[config.mk]
export PLATFORM = sky130hd
export DESIGN_NAME = xi_ext_req_queue_flat
export DESIGN_NICKNAME = d
export VERILOG_FILES = /design/src/rtl/xi_ext_req_queue_if.sv /design/src/rtl/xi_ext_req_queue.sv /design/src/flat_wrapper.sv
export SDC_FILE = /design/constraint.sdc
export NUM_CORES = 2
export LEC_CHECK = 0
export ABC_CLOCK_PERIOD_IN_PS = 7400
export CAP_MARGIN = 40
export CORE_UTILIZATION = 28
export CTS_CLUSTER_SIZE = 28
export DETAILED_ROUTE_END_ITERATION = 6
export PLACE_DENSITY = 0.53
export SYNTH_ARGS = -nofsm -noshare
export SYNTH_HDL_FRONTEND = slang
export SYNTH_SLANG_ARGS = --single-unit
[constraint.sdc]
create_clock -name clk -period 7.4 [get_ports clk]
set_input_delay 2.22 -clock clk [delete_from_list [all_inputs] [get_ports clk]]
set_output_delay 2.22 -clock clk [all_outputs]
set_load 0.05 [all_outputs]
[src/rtl/xi_ext_req_queue_if.sv]
// xi_ext_req_queue_if: request/response channel between the engine request queue and the AXI4 memory bridge
interface xi_ext_req_queue_if #(
  parameter int ADDR_W = 20,
  parameter int DATA_W = 160
);
  logic              req_valid;
  logic              req_ready;
  logic              req_is_wr;
  logic [ADDR_W-1:0] req_addr;
  logic [DATA_W-1:0] req_wdata;
  logic              rsp_valid;
  logic [DATA_W-1:0] rsp_data;
  modport master (
    output req_valid, req_is_wr, req_addr, req_wdata,
    input  req_ready, rsp_valid, rsp_data
  );
  modport slave (
    input  req_valid, req_is_wr, req_addr, req_wdata,
    output req_ready, rsp_valid, rsp_data
  );
endinterface

[src/rtl/xi_ext_req_queue.sv]
// xi_ext_req_queue: in-order elastic read/write request queue feeding the memory bridge (XI_EXTQ_STATS_EN adds counters)
module xi_ext_req_queue #(
  parameter int ADDR_W       = 20,
  parameter int DATA_W       = 160,
  parameter int DEPTH        = 8,
  parameter int AFULL_THRESH = 6
) (
  input  logic                       clk,
  input  logic                       rst_n,
  input  logic                       i_flush,
  input  logic                       i_clr_err,
  input  logic                       i_ext_rd_en,
  input  logic [ADDR_W-1:0]          i_ext_rd_addr,
  input  logic                       i_ext_wr_en,
  input  logic [ADDR_W-1:0]          i_ext_wr_addr,
  input  logic [DATA_W-1:0]          i_ext_wr_data,
  output logic [DATA_W-1:0]          o_ext_rd_data,
  output logic                       o_ext_rd_valid,
  output logic                       o_almost_full,
  output logic [$clog2(DEPTH):0]     o_occupancy,
  output logic                       o_overflow,
  output logic                       o_unexpected_rsp,
`ifdef XI_EXTQ_STATS_EN
  output logic [31:0]                o_stat_reads,
  output logic [31:0]                o_stat_writes,
  output logic [$clog2(DEPTH):0]     o_stat_max_occ,
`endif
  xi_ext_req_queue_if.master         bus
);
  localparam int AW = $clog2(DEPTH);
  localparam int OW = AW + 1;
  localparam int CW = AW + 2;

  logic              r_is_wr [DEPTH];
  logic [ADDR_W-1:0] r_addr  [DEPTH];
  logic [DATA_W-1:0] r_wdata [DEPTH];
  logic [AW-1:0]     r_rd_ptr, r_wr_ptr;
  logic [OW-1:0]     r_occ;
  logic [CW-1:0]     r_outst;
  logic              r_ovf, r_unexp, r_rd_valid;
  logic [DATA_W-1:0] r_rd_data;

  logic              w_valid, w_pop, w_rd_pop, w_push_wr, w_push_rd;
  logic              w_ovf_set, w_unexp_set;
  logic [OW-1:0]     w_free;
  logic [AW-1:0]     w_rd_slot;

  assign w_valid     = r_occ != '0;
  assign w_pop       = w_valid && bus.req_ready && !i_flush;
  assign w_rd_pop    = w_pop && !r_is_wr[r_rd_ptr];
  // a pop in the same cycle frees a slot for the incoming push
  assign w_free      = OW'(DEPTH) - r_occ + OW'(w_pop);
  assign w_push_wr   = i_ext_wr_en && !i_flush && w_free != '0;
  // the read lands behind a same-cycle write, so it needs one more free slot
  assign w_push_rd   = i_ext_rd_en && !i_flush && w_free > OW'(w_push_wr);
  assign w_rd_slot   = r_wr_ptr + AW'(w_push_wr);
  assign w_ovf_set   = !i_flush && ((i_ext_wr_en && !w_push_wr) || (i_ext_rd_en && !w_push_rd));
  assign w_unexp_set = bus.rsp_valid && !w_rd_pop && r_outst == '0;

  // head fields forced to zero when empty so nothing stale leaks to the bridge
  assign bus.req_valid    = w_valid;
  assign bus.req_is_wr    = w_valid ? r_is_wr[r_rd_ptr] : 1'b0;
  assign bus.req_addr     = w_valid ? r_addr[r_rd_ptr]  : '0;
  assign bus.req_wdata    = w_valid ? r_wdata[r_rd_ptr] : '0;
  assign o_occupancy      = r_occ;
  assign o_almost_full    = r_occ >= OW'(AFULL_THRESH);
  assign o_overflow       = r_ovf;
  assign o_unexpected_rsp = r_unexp;
  assign o_ext_rd_data    = r_rd_data;
  assign o_ext_rd_valid   = r_rd_valid;

  // entry storage: write at tail, read at tail+1 when both arrive together
  always_ff @(posedge clk) begin
    if (w_push_wr) begin
      r_is_wr[r_wr_ptr] <= 1'b1;
      r_addr[r_wr_ptr]  <= i_ext_wr_addr;
      r_wdata[r_wr_ptr] <= i_ext_wr_data;
    end
    if (w_push_rd) begin
      r_is_wr[w_rd_slot] <= 1'b0;
      r_addr[w_rd_slot]  <= i_ext_rd_addr;
      r_wdata[w_rd_slot] <= '0;
    end
  end

  // pointers and occupancy; flush empties the queue without popping
  always_ff @(posedge clk or negedge rst_n) begin
    if (!rst_n) begin
      r_rd_ptr <= '0;
      r_wr_ptr <= '0;
      r_occ    <= '0;
    end else if (i_flush) begin
      r_rd_ptr <= '0;
      r_wr_ptr <= '0;
      r_occ    <= '0;
    end else begin
      r_rd_ptr <= r_rd_ptr + AW'(w_pop);
      r_wr_ptr <= r_wr_ptr + AW'(w_push_wr) + AW'(w_push_rd);
      r_occ    <= r_occ + OW'(w_push_wr) + OW'(w_push_rd) - OW'(w_pop);
    end
  end

  // outstanding reads survive flush since their responses are still coming back
  always_ff @(posedge clk or negedge rst_n) begin
    if (!rst_n) r_outst <= '0;
    else if (w_rd_pop && !bus.rsp_valid) r_outst <= r_outst + 1'b1;
    else if (!w_rd_pop && bus.rsp_valid && r_outst != '0) r_outst <= r_outst - 1'b1;
  end

  // read response is registered once and held until the next one
  always_ff @(posedge clk or negedge rst_n) begin
    if (!rst_n) begin
      r_rd_data  <= '0;
      r_rd_valid <= 1'b0;
    end else begin
      r_rd_valid <= bus.rsp_valid;
      if (bus.rsp_valid) r_rd_data <= bus.rsp_data;
    end
  end

  // sticky error flags; a new error beats a same-cycle clear
  always_ff @(posedge clk or negedge rst_n) begin
    if (!rst_n) begin
      r_ovf   <= 1'b0;
      r_unexp <= 1'b0;
    end else begin
      r_ovf   <= w_ovf_set   || (r_ovf   && !i_clr_err);
      r_unexp <= w_unexp_set || (r_unexp && !i_clr_err);
    end
  end

`ifdef XI_EXTQ_STATS_EN
  logic [31:0] r_stat_reads, r_stat_writes;
  logic [OW-1:0] r_stat_max;

  assign o_stat_reads   = r_stat_reads;
  assign o_stat_writes  = r_stat_writes;
  assign o_stat_max_occ = r_stat_max;

  // accepted-enqueue counters and occupancy high-water mark
  always_ff @(posedge clk or negedge rst_n) begin
    if (!rst_n) begin
      r_stat_reads  <= '0;
      r_stat_writes <= '0;
      r_stat_max    <= '0;
    end else if (i_clr_err) begin
      r_stat_reads  <= '0;
      r_stat_writes <= '0;
      r_stat_max    <= '0;
    end else begin
      r_stat_reads  <= r_stat_reads + 32'(w_push_rd);
      r_stat_writes <= r_stat_writes + 32'(w_push_wr);
      r_stat_max    <= r_occ > r_stat_max ? r_occ : r_stat_max;
    end
  end
`endif
endmodule

[src/flat_wrapper.sv]
// flat-port wrapper written by rule: the top's interface ports become plain ports
module xi_ext_req_queue_flat 
#(
  parameter int ADDR_W       = 20,
  parameter int DATA_W       = 160,
  parameter int DEPTH        = 8,
  parameter int AFULL_THRESH = 6
)
  (clk, rst_n, i_flush, i_clr_err, i_ext_rd_en, i_ext_rd_addr, i_ext_wr_en, i_ext_wr_addr, i_ext_wr_data, o_ext_rd_data, o_ext_rd_valid, o_almost_full, o_occupancy, o_overflow, o_unexpected_rsp, bus_req_valid, bus_req_is_wr, bus_req_addr, bus_req_wdata, bus_req_ready, bus_rsp_valid, bus_rsp_data);
  xi_ext_req_queue_if #(.ADDR_W(ADDR_W), .DATA_W(DATA_W)) bus_i ();
  input  logic clk;
  input  logic rst_n;
  input  logic i_flush;
  input  logic i_clr_err;
  input  logic i_ext_rd_en;
  input  logic [ADDR_W-1:0] i_ext_rd_addr;
  input  logic i_ext_wr_en;
  input  logic [ADDR_W-1:0] i_ext_wr_addr;
  input  logic [DATA_W-1:0] i_ext_wr_data;
  output logic [DATA_W-1:0] o_ext_rd_data;
  output logic o_ext_rd_valid;
  output logic o_almost_full;
  output logic [$clog2(DEPTH):0] o_occupancy;
  output logic o_overflow;
  output logic o_unexpected_rsp;
  output wire logic [$bits(bus_i.req_valid)-1:0] bus_req_valid;
  output wire logic [$bits(bus_i.req_is_wr)-1:0] bus_req_is_wr;
  output wire logic [$bits(bus_i.req_addr)-1:0] bus_req_addr;
  output wire logic [$bits(bus_i.req_wdata)-1:0] bus_req_wdata;
  input wire logic [$bits(bus_i.req_ready)-1:0] bus_req_ready;
  input wire logic [$bits(bus_i.rsp_valid)-1:0] bus_rsp_valid;
  input wire logic [$bits(bus_i.rsp_data)-1:0] bus_rsp_data;
  assign bus_req_valid = bus_i.req_valid;
  assign bus_req_is_wr = bus_i.req_is_wr;
  assign bus_req_addr = bus_i.req_addr;
  assign bus_req_wdata = bus_i.req_wdata;
  assign bus_i.req_ready = bus_req_ready;
  assign bus_i.rsp_valid = bus_rsp_valid;
  assign bus_i.rsp_data = bus_rsp_data;
  xi_ext_req_queue #(.ADDR_W(ADDR_W), .DATA_W(DATA_W), .DEPTH(DEPTH), .AFULL_THRESH(AFULL_THRESH)) u_core (.clk(clk), .rst_n(rst_n), .i_flush(i_flush), .i_clr_err(i_clr_err), .i_ext_rd_en(i_ext_rd_en), .i_ext_rd_addr(i_ext_rd_addr), .i_ext_wr_en(i_ext_wr_en), .i_ext_wr_addr(i_ext_wr_addr), .i_ext_wr_data(i_ext_wr_data), .o_ext_rd_data(o_ext_rd_data), .o_ext_rd_valid(o_ext_rd_valid), .o_almost_full(o_almost_full), .o_occupancy(o_occupancy), .o_overflow(o_overflow), .o_unexpected_rsp(o_unexpected_rsp), .bus(bus_i));
endmodule
# After elaboration in Yosys (flattened, before gate mapping)

Memory sizes are Yosys's and may differ from the RTL's.
Index checks and enable logic that the tools add are counted.

Bits in registers: 178
RAM bits: 1448
Input port bits: 368
Output and inout port bits: 350
Word-level logic and storage cells: 66
Memories: 3

Add/sub/neg operators: 10
Order comparisons: 2
Mux-type cells: 12
Reduce and logical (&&, ||, !) cells: 31

Memory list:

| memory         | words | width | rd ports | clocked after Yosys merged registers in | wr ports | line                   | source |
|---|---|---|---|---|---|---|---|
| u_core.r_wdata | 8     | 160   | 1        | 0                                       | 2        | xi_ext_req_queue.sv:36 | `logic [DATA_W-1:0] r_wdata [DEPTH];` |
| u_core.r_addr  | 8     | 20    | 1        | 0                                       | 2        | xi_ext_req_queue.sv:35 | `logic [ADDR_W-1:0] r_addr [DEPTH];` |
| u_core.r_is_wr | 8     | 1     | 1        | 0                                       | 2        | xi_ext_req_queue.sv:34 | `logic r_is_wr [DEPTH];` |

Operators with widths:

| kind                                                              | number |
|---|---|
| 2-to-1 mux 160 bit                                                | 1 |
| 2-to-1 mux 20 bit                                                 | 1 |
| logical AND 1 bit                                                 | 16 |
| adder 4 x 1 -> 4 bit                                              | 3 |
| 2-to-1 mux 5 bit                                                  | 2 |
| adder 3 x 1 -> 3 bit                                              | 3 |
| nonzero test 4 bit                                                | 2 |
| logical NOT 1 bit                                                 | 7 |
| 2-to-1 mux 3 bit                                                  | 2 |
| adder 5 x 1 -> 5 bit, second input constant                       | 1 |
| logical NOT 5 bit                                                 | 1 |
| 2-to-1 mux 1 bit                                                  | 5 |
| nonzero test 5 bit                                                | 1 |
| subtractor 5 x 1 -> 5 bit, second input constant                  | 1 |
| greater-or-equal comparator 4 x 3 -> 1 bit, second input constant | 1 |
| greater-than comparator 4 x 1 -> 1 bit                            | 1 |
| 2-to-1 mux 4 bit                                                  | 1 |
| subtractor 4 x 1 -> 4 bit                                         | 1 |
| subtractor 4 bit, first input constant                            | 1 |
| logical OR 1 bit                                                  | 3 |
| nonzero test 2 bit                                                | 1 |

# Logic depth before layout (Yosys ltp)

Depth after elaboration: 13
Gate-level depth with buffers: 24
Depth with buffers taken out: 22

# Worst setup path before layout

OpenSTA, ideal clock, no wires.

Kind: input port to flip-flop
Start point: in i_flush
End point: mem u_core.r_addr[1][0], enable pin
Setup time: 0.425 ns
Data arrival time: 5.588 ns
Required time: 6.975 ns
Path slack: 1.388 ns
Stages on the path: 17
Buffers on the path: 2
Cells stage by stage: nand3b_1 -> ha_1 -> inv_1 -> ha_1 -> xor2_1 -> and2b_1 -> nand2_1 -> o21ai_0 -> inv_1 -> ha_1 -> or2_2 -> a311o_1 -> buf_4 -> inv_1 -> nand3_1 -> buf_2 -> o21ai_0

RTL lines:

| what            | line                   | source |
|---|---|---|
| start, declared | flat_wrapper.sv:13     | `input logic i_flush;` |
| end, declared   | xi_ext_req_queue.sv:35 |  |

# Worst setup path in the final report

Start point: reg u_core.r_occ[2] (netlist: u_core.o_occupancy[2])
End point: out bus_req_wdata[90]

Longest elaborated chain between the ends: 2

Ends and longest elaborated chain:

| what                   | line                   | source |
|---|---|---|
| start, declared        | xi_ext_req_queue.sv:38 | `logic [OW-1:0] r_occ;` |
| start signal, assigned | xi_ext_req_queue.sv:99 | `r_occ <= r_occ + OW'(w_push_wr) + OW'(w_push_rd) - OW'(w_pop);` |
| nonzero test 4 bit     | xi_ext_req_queue.sv:48 | `assign w_valid = r_occ != '0;` |
| 2-to-1 mux 160 bit     | xi_ext_req_queue.sv:64 | `assign bus.req_wdata = w_valid ? r_wdata[r_rd_ptr] : '0;` |
| end, declared          | flat_wrapper.sv:29     | `output wire logic [$bits(bus_i.req_wdata)-1:0] bus_req_wdata;` |

Every way passes these cells.

==> impl_results.md <==
- Status: complete, but fails checks
- Failing checks: DRC
- Skew-Pair Late Insertion Delay: around 0.87 ns
- R2r worst-path depth: 21
- Yosys warnings: 0
- Final instance area: 90600 um2
- Starting Density: 28.2%
- Clock sink total: 1626
- Antenna-violating nets left: 0
- Hold-fix buffers, CTS: 0
- Initial antenna violation count: 76
- Worst Path Buf+Inv: 4
- H-tree Lvls: 4
- Port Buffers: around 720
- Share of layout cells above drive strength 1: 15.1%
- Reg clk slew, reported paths: 0.06 ns
- Slew headroom: 8.59%
- Sw frac: approximately 39%
- Most common cell after layout, fill and taps aside: a21oi_1
- Worst-Margin Slew: between 1 and 1.5 ns
- CP max stage delay: 0.79 ns
- DR WL/cell: approximately 25 um
- Total GRT Usage: 21.0%
- Crit path launch: u_core.o_occupancy[2]$_DFF_PN0_
- Slowest cell on the critical path: clkdlybuf4s50_1
- RSZ-0062 raised after global routing: no
- Combinational share of power: just under 40%
- CTS tree: done
- Crit Path Class: flop to output pin
- Post CTS Setup Buffer Count: 0
- Sw power: roughly 14000 uW
- VDD IR max: 0.241 mV
- Clock Tree Root: clkbuf_16
- Final setup vio count: 0
- Worst path depth: 7
- Crit path max fanout: 50
- RR Endpoint: u_core.r_addr[5][1]$_DFFE_PP_
- Crit path time final: 6.80 ns
- DP HPWL: 170000 um
- FFs w/ async S/R, synth: a little over a tenth
- Die width: around 520 um
- Gpl congestion: between 0.8 and 0.9
- PwrDens: roughly 390 nW/um2
- Num CTS Buffers: approximately 180
- Critical Path Start Type: flop
- Largest net degree at the start of global routing: 189
- Register area share after synthesis: a little under half
- Hold Path Class: flop to flop
- First-pass GRT wire length: around 430000 um
- Final period util: roughly 92%
- Layout area overhead: 22.3%
- Fin Setup TNS: 0 ns
- Vias in the first global route: ~62000
- Critical-path cell list: inv_1, ha_1, and3_4, buf_4, buf_4, nor2_1, clkdlybuf4s50_1
- Die area: approximately 270000 um2
- Initial DRC count: 7824
- CP top delay family: buffers and inverters
- P_leak: 0.0297 uW
- Post-synth net total: 8104
- Via density: approximately 5.6
- CP most frequent cell: buf_4
- Gr ovfl total: 0
- Finished Core Util: 34.5%
- P_int: 21600 uW
- Post-CTS Resized: 0
- Max cap viols: 0
- Avg Inst Size Synth: just under 10 um2
- Crit path DAT: ~4.6 ns
- Clock power share: a little over a quarter
- Top FF cell, synth: dfxtp_1
- Fmax: 147 MHz
- Count of flip-flops with a built-in enable after synthesis: 160
- DRT Pass-1 Iters: 7
- Final WL: ~290000 um
- Synthesis-stage register bit count: 1626
- Total number of vias: ~65000
- Die Y: ~520 um
- CP Capture Type: output pin
- Final clock skew: 0.0830 ns
- Synthesized area: around 74000 um2
- Core area: roughly 260000 um2
- Worst-case clock buffer depth: 3
- Crit path capture: bus_req_wdata[90]
- Most frequent cells in the layout: a21oi_1, dfxtp_1, nand3_1, o21ai_0, clkdlybuf4s50_1
- Worst reg-to-reg setup slack: 1.93 ns
- Nets@finish: approximately 8200
- Hold Vio Cnt, Final: 0
- # IOs: between 700 and 800
- Cell count after synthesis: between 7000 and 8000
- DRC errors left: 2
- Max-slew violations: 0
- WP data required: just over 5 ns
- Library cells used by synthesis: 50
- Placed instance area: between 80000 and 90000 um2
- Reg2Reg Launch Point: u_core.o_occupancy[2]$_DFF_PN0_
- Part of the power in registers: 34.8%
- FP Rows: ~190
-- area by class of cell --
cell class / count / area, um2
Antenna cell: 30 / 75.1
Fill cell: 26300 / 172000
Clock buffer: 277 / 5390
Sequential cell: 1626 / 35100
Multi-Input combinational cell: 5033 / 34700
Clock inverter: 60 / 820
Tap cell: 3515 / 4400
Inverter: 20 / 75.1
Timing Repair Buffer: 918 / 10000
-- Yosys cell counts, types with 18 or more instances --
master	count	share of area, %
nand3_1	1286	8.7
nor2_1	202	1.0
clkbuf_1	620	3.1
buf_2	151	1.0
dfxtp_1	1288	35
buf_6	18	0.27
dfrtp_1	178	6.0
mux2_2	321	4.9
edfxtp_1	160	6.5
mux4_2	360	11
a21oi_1	1292	8.7
mux2i_1	188	2.5
buf_4	46	0.47
ha_1	18	0.30
buf_1	201	1.0
o21ai_0	1285	8.7
inv_1	20	0.10
-- state kept, by name, summed over array words and instances, names as in the netlist --
signal	flops
u_core.r_rd_ptr	3
u_core.r_wr_ptr	3
u_core.o_occupancy	4
u_core.r_is_wr	8
u_core.o_overflow	1
u_core.r_outst	5
u_core.r_wdata	1280
u_core.o_ext_rd_valid	1
u_core.o_unexpected_rsp	1
u_core.o_ext_rd_data	160
u_core.r_addr	160
-- power by group through the flow --
stage,Combinational [uW],Clock (uW),Sequential [uW]
after CTS,13900,9540,12400
after global placement,13600,0,12400
final,13900,9350,12400
after detailed placement,13900,0,12500
after floorplan,8840,0,12500
after global routing,14800,9900,12600
-- metal layers --
metal | GRT usage, % | share of wire [%]
met3 | 4.69 | 8.6
met4 | 8.51 | 3.9
met1 | 27.6 | 41
met5 | 0 | 0.17
met2 | 33.1 | 46
-- kinds of logic after synthesis --
logic type,Yosys count,synth area share (%)
AOI/OAI and AO/OA,2599,17.6
xor gates and xnor gates,11,0.130
adders and majority gates,21,0.385
buffers and inverters,1056,6.02
DFF,1626,47.3
muxes,871,18.4
and+or+nand+nor,1531,10.1
-- how the worst min path moves through the flow --
stage,from,to,slack (ns),cells after the start
final,u_core.r_wdata[6][78]$_SDFFE_PN0P_,u_core.r_wdata[6][78]$_SDFFE_PN0P_,0.47,2
after global routing,u_core.r_wdata[6][83]$_SDFFE_PN0P_,u_core.r_wdata[6][83]$_SDFFE_PN0P_,0.49,2
after CTS,u_core.r_wdata[6][83]$_SDFFE_PN0P_,u_core.r_wdata[6][83]$_SDFFE_PN0P_,0.47,2
after detailed placement,u_core.r_wdata[6][83]$_SDFFE_PN0P_,u_core.r_wdata[6][83]$_SDFFE_PN0P_,0.46,2
after global placement,u_core.r_is_wr[4]$_SDFF_PN0_,u_core.r_is_wr[4]$_SDFF_PN0_,0.45,2
after floorplan,u_core.r_is_wr[0]$_SDFF_PN0_,u_core.r_is_wr[0]$_SDFF_PN0_,0.44,2
-- worst min-delay path: cells and delay by family, from the launching register on --
| kind | cells | cell delay, ns |
|---|---|---|
| compound gates | 2 | 0.12 |
| flops | 1 | 0.30 |
-- through the flow --
step	hold WS [ns]	power [uW]	worst slack, ns	cells
5_1_grt	0.488	37300	0.393	11500
4_1_cts	0.472	35800	0.520	11400
2_1_floorplan	0.436	21300	1.39	7715
3_5_place_dp	0.464	26400	0.532	11100
6_report	0.472	35700	0.597	11500
3_3_place_gp	0.450	26000	0.167	11100
No activity file was read; power rests on OpenSTA's default activity.
